## config.mk

```make
export PLATFORM = sky130hd
export DESIGN_NAME = atm_controller
export DESIGN_NICKNAME = d
export VERILOG_FILES = /design/src/rtl/atm_pkg.sv /design/src/rtl/atm_timeout_ctr.sv /design/src/rtl/atm_controller.sv
export SDC_FILE = /design/constraint.sdc
export NUM_CORES = 1
export LEC_CHECK = 0
export CELL_PAD_IN_SITES_DETAIL_PLACEMENT = 0
export CELL_PAD_IN_SITES_GLOBAL_PLACEMENT = 1
export CORE_MARGIN = 1.5
export CORE_UTILIZATION = 35
export CTS_BUF_LIST = sky130_fd_sc_hd__clkbuf_8
export DETAILED_ROUTE_END_ITERATION = 8
export PLACE_DENSITY = 0.8
export SLEW_MARGIN = 20
export SYNTH_ARGS = -nofsm -noshare
export SYNTH_HDL_FRONTEND = slang
export SYNTH_SLANG_ARGS = --single-unit
```

## constraint.sdc

```tcl
create_clock -name clk -period 2.8 [get_ports clk]
set_input_delay 0.56 -clock clk [delete_from_list [all_inputs] [get_ports clk]]
set_output_delay 0.56 -clock clk [all_outputs]
set_load 0.02 [all_outputs]
```

## src/rtl/atm_pkg.sv

```systemverilog
// Shared ATM controller types: FSM state encoding and op_sel command codes.
package atm_pkg;

  typedef enum logic [3:0] {
    S_IDLE,
    S_WAIT_PIN,
    S_MENU,
    S_WITHDRAW,
    S_DEPOSIT,
    S_BALANCE,
    S_DISPENSE,
    S_DONE,
    S_RETAIN
  } state_t;

  localparam logic [1:0] OP_WITHDRAW = 2'd0;
  localparam logic [1:0] OP_DEPOSIT  = 2'd1;
  localparam logic [1:0] OP_BALANCE  = 2'd2;
  localparam logic [1:0] OP_CANCEL   = 2'd3;

endpackage

```

## src/rtl/atm_timeout_ctr.sv

```systemverilog
// Idle-cycle counter for the PIN/menu states; expired is high once the
// count has reached TIMEOUT while still enabled.
module atm_timeout_ctr #(
  parameter int TIMEOUT = 255
) (
  input  logic clk,
  input  logic rst,
  input  logic clr,
  input  logic en,
  output logic expired
);

  localparam int CNT_W = (TIMEOUT < 1) ? 1 : $clog2(TIMEOUT + 1);
  localparam logic [CNT_W-1:0] LIMIT = CNT_W'(TIMEOUT);

  logic [CNT_W-1:0] cnt;

  // NOTE: sequential state uses non-blocking assignments so every flop
  // samples the pre-edge values, independent of statement order.
  always_ff @(posedge clk) begin
    if (!rst) begin
      cnt <= '0;
    end else if (clr) begin
      cnt <= '0;
    end else if (en && cnt != LIMIT) begin
      cnt <= cnt + 1'b1;
    end
  end

  assign expired = en && (cnt == LIMIT);

endmodule

```

## src/rtl/atm_controller.sv

```systemverilog
// ATM session controller: PIN check with card retention, withdraw/deposit/
// balance handling on a saturating balance register, idle timeout.
module atm_controller
  import atm_pkg::*;
#(
  parameter int AMT_W     = 16,
  parameter int BAL_W     = 24,
  parameter int PIN_TRIES = 3,
  parameter int TIMEOUT   = 255,
  parameter int INIT_BAL  = 1000
) (
  input  logic             clk,
  input  logic             rst,
  input  logic             card_inserted,
  input  logic             pin_valid,
  input  logic             pin_correct,
  input  logic             op_valid,
  input  logic [1:0]       op_sel,
  input  logic [AMT_W-1:0] amount,
  output logic             dispense_cash,
  output logic             update_balance,
  output logic             print_receipt,
  output logic             insufficient_funds,
  output logic             eject_card,
  output logic             card_retained,
  output logic [BAL_W-1:0] balance,
  output logic             busy
);

  localparam int FAIL_W = $clog2(PIN_TRIES + 1);
  localparam logic [FAIL_W-1:0] FAIL_LAST = FAIL_W'(PIN_TRIES - 1);
  localparam logic [BAL_W-1:0]  BAL_MAX   = '1;

  state_t            state;
  logic              arm;
  logic [FAIL_W-1:0] fail_cnt;
  logic [AMT_W-1:0]  amt_q;
  logic [BAL_W-1:0]  bal_q;
  logic [BAL_W-1:0]  amt_ext;
  logic [BAL_W:0]    dep_sum;
  logic              in_wait;
  logic              tmr_clr;
  logic              tmr_expired;

  assign in_wait = (state == S_WAIT_PIN) || (state == S_MENU);
  // Held clear outside the waiting states, so every entry starts from zero.
  assign tmr_clr = !in_wait || pin_valid || op_valid;
  assign amt_ext = BAL_W'(amt_q);
  assign dep_sum = {1'b0, bal_q} + {1'b0, amt_ext};

  atm_timeout_ctr #(
    .TIMEOUT(TIMEOUT)
  ) u_timeout (
    .clk     (clk),
    .rst     (rst),
    .clr     (tmr_clr),
    .en      (in_wait),
    .expired (tmr_expired)
  );

  always_ff @(posedge clk) begin
    if (!rst) begin
      state              <= S_IDLE;
      arm                <= 1'b1;
      fail_cnt           <= '0;
      amt_q              <= '0;
      bal_q              <= BAL_W'(INIT_BAL);
      dispense_cash      <= 1'b0;
      update_balance     <= 1'b0;
      print_receipt      <= 1'b0;
      insufficient_funds <= 1'b0;
      eject_card         <= 1'b0;
    end else begin
      dispense_cash      <= 1'b0;
      update_balance     <= 1'b0;
      print_receipt      <= 1'b0;
      insufficient_funds <= 1'b0;
      eject_card         <= 1'b0;

      unique case (state)
        S_IDLE: begin
          if (card_inserted && arm) begin
            state    <= S_WAIT_PIN;
            fail_cnt <= '0;
          end
        end
        S_WAIT_PIN: begin
          if (!card_inserted) begin
            state <= S_IDLE;
          end else if (pin_valid) begin
            if (pin_correct) begin
              state <= S_MENU;
            end else begin
              fail_cnt <= fail_cnt + 1'b1;
              if (fail_cnt == FAIL_LAST) state <= S_RETAIN;
            end
          end else if (tmr_expired) begin
            state <= S_DONE;
          end
        end
        S_MENU: begin
          if (!card_inserted) begin
            state <= S_IDLE;
          end else if (op_valid) begin
            amt_q <= amount;
            unique case (op_sel)
              OP_WITHDRAW: state <= S_WITHDRAW;
              OP_DEPOSIT:  state <= S_DEPOSIT;
              OP_BALANCE:  state <= S_BALANCE;
              OP_CANCEL:   state <= S_DONE;
            endcase
          end else if (tmr_expired) begin
            state <= S_DONE;
          end
        end
        S_WITHDRAW: begin
          if (amt_q == '0 || amt_ext > bal_q) begin
            insufficient_funds <= 1'b1;
            state              <= S_MENU;
          end else begin
            bal_q          <= bal_q - amt_ext;
            update_balance <= 1'b1;
            state          <= S_DISPENSE;
          end
        end
        S_DISPENSE: begin
          dispense_cash <= 1'b1;
          state         <= S_DONE;
        end
        S_DEPOSIT: begin
          bal_q          <= dep_sum[BAL_W] ? BAL_MAX : dep_sum[BAL_W-1:0];
          update_balance <= 1'b1;
          state          <= S_DONE;
        end
        S_BALANCE: begin
          print_receipt <= 1'b1;
          state         <= S_DONE;
        end
        S_DONE: begin
          eject_card <= 1'b1;
          arm        <= 1'b0;
          state      <= S_IDLE;
        end
        S_RETAIN: ;
        default: state <= S_IDLE;
      endcase

      // Card removal re-arms IDLE; overrides the DONE disarm in the same cycle.
      if (!card_inserted && state != S_RETAIN) arm <= 1'b1;
    end
  end

  assign balance       = bal_q;
  assign busy          = (state != S_IDLE);
  assign card_retained = (state == S_RETAIN);

endmodule

```

Word-level counts from Yosys, hierarchy flattened
Cells that the tools add are included.
{ "classes": {"n_mux": 25, "n_eq_ne": 21, "order_cmp": 1, "addsub": 4, "n_bitwise": 2, "n_reduce_logical": 24} }
{ "op_table": {"columns": ["cell", "n"], "rows": [
  ["24-bit two-way mux", 2],
  ["24-bit case mux with 2 select lines", 1],
  ["4-bit two-way mux", 8],
  ["24-bit by 16-bit adder with 25-bit output", 1],
  ["16-bit by 24-bit greater-than comparator with 1-bit output", 1],
  ["4-bit case mux with 6 select lines", 1],
  ["24-bit by 16-bit subtractor with 24-bit output", 1],
  ["4-bit by 3-bit equality test with 1-bit output, second input constant", 4],
  ["16-bit zero test", 1],
  ["4-bit case mux with 4 select lines", 1],
  ["2-bit != test, second input constant", 5],
  ["8-bit by 1-bit adder with 8-bit output, second input constant", 1],
  ["4-bit by 2-bit equality test with 1-bit output, second input constant", 2],
  ["8-bit equality test, second input constant", 1],
  ["2-bit two-way mux", 4],
  ["8-bit != test, second input constant", 1],
  ["2-bit equality test, second input constant", 3],
  ["3-bit AND reduction", 2],
  ["1-bit two-way mux", 5],
  ["5-bit by 4-bit != test with 1-bit output, second input constant", 1],
  ["5-bit AND reduction", 1],
  ["4-bit by 1-bit equality test with 1-bit output, second input constant", 1],
  ["4-bit equality test, second input constant", 1],
  ["1-bit logical AND", 4],
  ["16 further kinds", 24]
]} }
{ "totals": {"reg_bits": 60, "wordCells": 88, "output_inout_bits": 31, "inputBits": 24} }

Depth between registers and ports, before layout
{ "depth": {"depth_word": 7, "ltp_mapped": 12, "depth_no_buf": 11} }

Cells and area by module
Synthesis repeated with hierarchy kept, for this count alone.
{ "hier_totals": {"hier_cells": 586, "hier_area_um2": 4480.5} }
{ "by_module_without_submodules": {"columns": ["mod", "area_per_inst_um2", "seq_area_each_um2", "cells_per_inst", "instances"], "rows": [
  ["atm_controller", 4067.7, 1041.0, 540, 1],
  ["atm_timeout_ctr", 412.9, 160.2, 46, 1]
]} }

Worst setup path before layout
No wires, ideal clock.
{ "synth_timing": {"path_type": "register to register", "startpoint": "reg bal_q[0], in the netlist balance[0]", "endpoint": "reg bal_q[17], in the netlist balance[17]", "slack_ns": -0.128, "stages_incl_launch_ff": 12, "t_arrival_ns": 2.860, "synth_period_minus_slack_ns": 2.928, "n_path_buf": 0, "setup_ns": 0.068, "t_required_ns": 2.732, "cell_sequence": "dfxtp_1 inv_1 ha_1 fa_1 nand2b_1 a21o_1 a211oi_2 o2111ai_1 a21boi_1 or4_1 a221o_1 a21oi_2"} }
{ "synth_via": {"elab_chain_cells": 4, "word_cells_on_any_way": 9, "cone_classes": "add/sub (2); order compare (1); eq/ne (1); mux (3); reduce/logical (2)"} }
{ "synth_lines": {"columns": ["element", "line_no", "text"], "rows": [
  ["start, declared", "atm_controller.sv:38", "logic [BAL_W-1:0] bal_q;"],
  ["start signal, assigned", "atm_controller.sv:67", "bal_q <= BAL_W'(INIT_BAL);"],
  ["start signal, assigned", "atm_controller.sv:121", "bal_q <= bal_q - amt_ext;"],
  ["start signal, assigned", "atm_controller.sv:131", "bal_q <= dep_sum[BAL_W] ? BAL_MAX : dep_sum[BAL_W-1:0];"],
  ["16-bit by 24-bit greater-than comparator with 1-bit output", "atm_controller.sv:117", "if (amt_q == '0 || amt_ext > bal_q) begin"],
  ["1-bit logical OR", "atm_controller.sv:117", null],
  ["2-bit != test (no source line)", null, null],
  ["2-bit AND reduction (no source line)", null, null]
]} }
Several ways; a longest one is shown, not always the timed one. The select of a mux whose other input is x is not followed.
A chain may end at the register's enable or synchronous reset.

Final worst setup path
Ends and elaborated chain as after synthesis.

==> results.md <==
- Slew @ Worst Pin: about 0.65 ns
- GRT overflow: 0
- P_leak: 2.29 nW
- Initial DRT Pass Iterations: 5
- Failing checks: setup timing
- PwrDens: 324 nW/um^2
- RePlAce Congestion: approximately 0.9
- Detail Placement HPWL: roughly 11,000 um
- Hold crit path type: flip-flop to flip-flop
- Setup TNS: -0.0218 ns
- Fin area: 5950 sq um
- Area growth syn-to-layout: 32.9%
- Critical Path RT: 3.10 ns
- Unrepaired setup endpoints after global routing: yes
- WHS Path Cells: 2
- Layout cells sized above 1: approximately 17%
- Overall Global Routing Usage: 21.8%
- Initial antenna violation count: 0
- Post-synth EDFFs: 0
- Number of global-route vias before repair: ~4,500
- Residual DRC count: 0
- Post-Syn Instances: about 590
- Final antenna-violating net count: 0
- Worst r2r path cells: 11
- Nets@finish: 751
- Largest net degree at the start of global routing: 26
- Synthesized area per cell: approximately 7.6 sq um
- CP Capture Type: flip-flop
- Synthesis-stage register bit count: 60
- H-tree Lvls: 3
- Clk slew on worst S/H paths: approximately 0.080 ns
- Total CTS buffers: 9
- Max Fclk: ~350 MHz
- First-pass GRT wire length: 22,600 um
- Synth Warn #: 0
- Worst skew pair latency: about 0.37 ns
- Fillers: 1,260
- Synth area leaders: dfxtp_1 27%, ha_1 10%, nand2_1 6.2%, a21oi_1 6.2%, nor2_1 4.5%
- Post-CTS Hold Fix Bufs: 0
- WL/cell: 16.5 um
- Final Critical Period: 2.82 ns
- Initial Util: approximately 36%
- Area share of the largest cell type after synthesis: 26.8%
- Worst Setup Start Kind: flip-flop
- Diodes inserted: 0
- Setup violations, final: 1
- Average vias per placed instance: 5.50
- Part of the Yosys area used for sequential elements: 26.8%
- VDD IR max: approximately 0.22 mV
- Number of DRC markers in iteration 0: 289
- Worst slew margin: 56.9%
- Post-synth top area cell: dfxtp_1
- Final period utilization: 101%
- Clk sink count: 60
- Fin. Hold Viols: 0
- Via count of the routed design: 4,761
- Root buf cell: clkbuf_8
- Die ar.: 13,500 sq um
- Critical path class: flip-flop to flip-flop
- Die height: 116 um
- Drt total wl: 14,300 um
- CP arrival: 3.13 ns
- Post-route worst setup slack: -0.0218 ns
- CTS max path bufs: 2
- Main synth FF type: dfxtp_1
- Maxcap violations: 0
- Async SR Flop Fraction: 0%
- Core ar.: 12,600 sq um
- Cell Area, Synth: 4470 sq um
- Post-Route Utilization: 47.3%
- Post-Syn Nets: between 600 and 700
- Yosys cell types: a little over 70
- Setup Fix Bufs, Post-CTS: 0
- Clk_skew: around 0.008 ns
- Outcome: finished, violations left
- DIE WIDTH: 116 um
- Final Max Tran Viols: 0
- Post-DP Area: 5610 sq um
- # IOs: 55
- CTS tree: built
- Rows: 41
- Critical path peak fanout: 3
- IO Port Bufs: 54
==> timing repair <==
action / 4_1_cts / 5_1_grt
pin swaps: 1 / 7
gates resized for setup: 8 / 24
setup endpoints to repair: 5 / 19
==> placed cells by master (no fill, tap or decap), types with 3 or more instances in the layout <==
| master | netlist | routed |
|---|---|---|
| inv_1 | 34 | 36 |
| or2_2 | 3 | 3 |
| clkbuf_8 | 0 | 10 |
| nor3_1 | 17 | 16 |
| clkdlybuf4s50_1 | 0 | 54 |
| o22ai_1 | 9 | 9 |
| buf_4 | 3 | 65 |
| o21bai_1 | 5 | 5 |
| mux2i_1 | 5 | 5 |
| o21a_1 | 7 | 7 |
| a211oi_2 | 2 | 3 |
| a2111o_1 | 3 | 3 |
| xnor2_1 | 15 | 15 |
| nor2b_1 | 12 | 12 |
| a21oi_1 | 55 | 54 |
| nand3_1 | 10 | 10 |
| ha_1 | 36 | 31 |
| and3_1 | 5 | 4 |
| nand2_1 | 74 | 74 |
| nor2_1 | 54 | 54 |
| a311oi_1 | 3 | 3 |
| a31oi_1 | 13 | 13 |
| xor2_1 | 6 | 6 |
| nor4_1 | 6 | 6 |
| nand4_1 | 6 | 6 |
| a211oi_1 | 4 | 3 |
| or3_1 | 4 | 4 |
| o211ai_1 | 8 | 8 |
| dfxtp_1 | 60 | 58 |
| ha_2 | 0 | 4 |
| nor3_2 | 2 | 3 |
| a211o_1 | 4 | 4 |
| nand2b_1 | 8 | 7 |
| o21ai_1 | 2 | 5 |
| o21ai_0 | 30 | 27 |
==> cells in the mapped netlist, types with 3 or more instances <==
master and number:
nand2_1 74, dfxtp_1 60, a21oi_1 55, nor2_1 54
ha_1 36, inv_1 34, o21ai_0 30, nor3_1 17
clkbuf_1 16, xnor2_1 15, a31oi_1 13, nor2b_1 12
buf_2 10, nand3_1 10, o22ai_1 9, nand2b_1 8
o211ai_1 8, o21a_1 7, nand4_1 6, nor4_1 6
xor2_1 6, and3_1 5, mux2i_1 5, o21bai_1 5
a211o_1 4, a211oi_1 4, or3_1 4, a2111o_1 3
a2111oi_0 3, a311oi_1 3, and2_1 3, buf_4 3
nor4b_1 3, o31ai_1 3, or2_2 3, or4_1 3
==> critical path, stage by stage, from the launching register on <==
cell and delay (ns):
dfxtp_4 0.34, inv_1 0.05, ha_2 0.19, fa_2 0.35, nand2b_4 0.15, a21o_1 0.18
a211oi_2 0.24, o2111ai_2 0.15, a21boi_1 0.18, or4_4 0.51, a221o_1 0.32, a21oi_2 0.11
==> layer usage <==
| layer | routed length [um] | part of all wire (%) | vias up | track usage [%] |
|---|---|---|---|---|
| li1 | - | - | 2325 | - |
| met1 | 6450 | 45 | 2231 | 28.6 |
| met2 | 6490 | 45 | 172 | 34.6 |
| met3 | 914 | 6.4 | 33 | 4.50 |
| met4 | 439 | 3.1 | 0 | 9.76 |
| met5 | 0 | 0 | - | 0 |
==> metrics by stage <==
| step | power (mW) | worst slack [ns] | instances | hold slack, ns |
|---|---|---|---|---|
| 2_1_floorplan | 0.966 | -0.0138 | 587 | 0.465 |
| 3_3_place_gp | 1.04 | -0.0372 | 850 | 0.479 |
| 3_5_place_dp | 1.04 | -0.160 | 850 | 0.498 |
| 4_1_cts | 1.94 | -0.131 | 866 | 0.508 |
| 5_1_grt | 2.00 | -0.137 | 866 | 0.568 |
| 6_report | 1.93 | -0.0218 | 866 | 0.511 |
==> kinds of logic (layout without fill, tap and decap cells) <==
kind of cell	Yosys count	after routing	synth area share, %
adder cells (fa/ha/maj)	38	38	11.0
AO/OA/AOI/OAI	182	182	27.4
multiplexers	6	6	1.37
AND/OR/NAND/NOR	216	216	23.2
buffers and inverters	64	171	6.07
flip-flops	60	60	26.8
XOR/XNOR	21	21	4.11
==> sequential cells by signal, summed over array words and instances, names as in the netlist <==
register and flops:
state 4, fail_cnt 2, amt_q 16, insufficient_funds 1
balance 24, update_balance 1, dispense_cash 1, print_receipt 1
u_timeout.cnt 8, eject_card 1, arm 1
==> where the power goes <==
part,internal (mW),leakage [nW],switching (mW)
logic,0.0791,1.69,0.0843
clock network,0.517,0.115,0.386
registers,0.857,0.485,0.00279
==> cell type report <==
class | instances | area [sq um] | area share, %
Sequential cell | 60 | 1210 | 20.3
Inverter | 34 | 128 | 2.15
Multi-Input combinational cell | 463 | 3120 | 52.5
Tap cell | 172 | 215 | 3.62
Timing Repair Buffer | 121 | 1060 | 17.8
Clock buffer | 10 | 138 | 2.31
Clock inverter | 6 | 80.1 | 1.35
==> worst paths after layout <==
path / start / slack, ns / end
max: balance[0] / -0.02 / balance[17]
min: amt_q[2] / 0.51 / amt_q[2]
max reg2reg: balance[0] / -0.02 / balance[17]
min reg2reg: amt_q[2] / 0.51 / amt_q[2]
(Power assumes the default switching activity.)
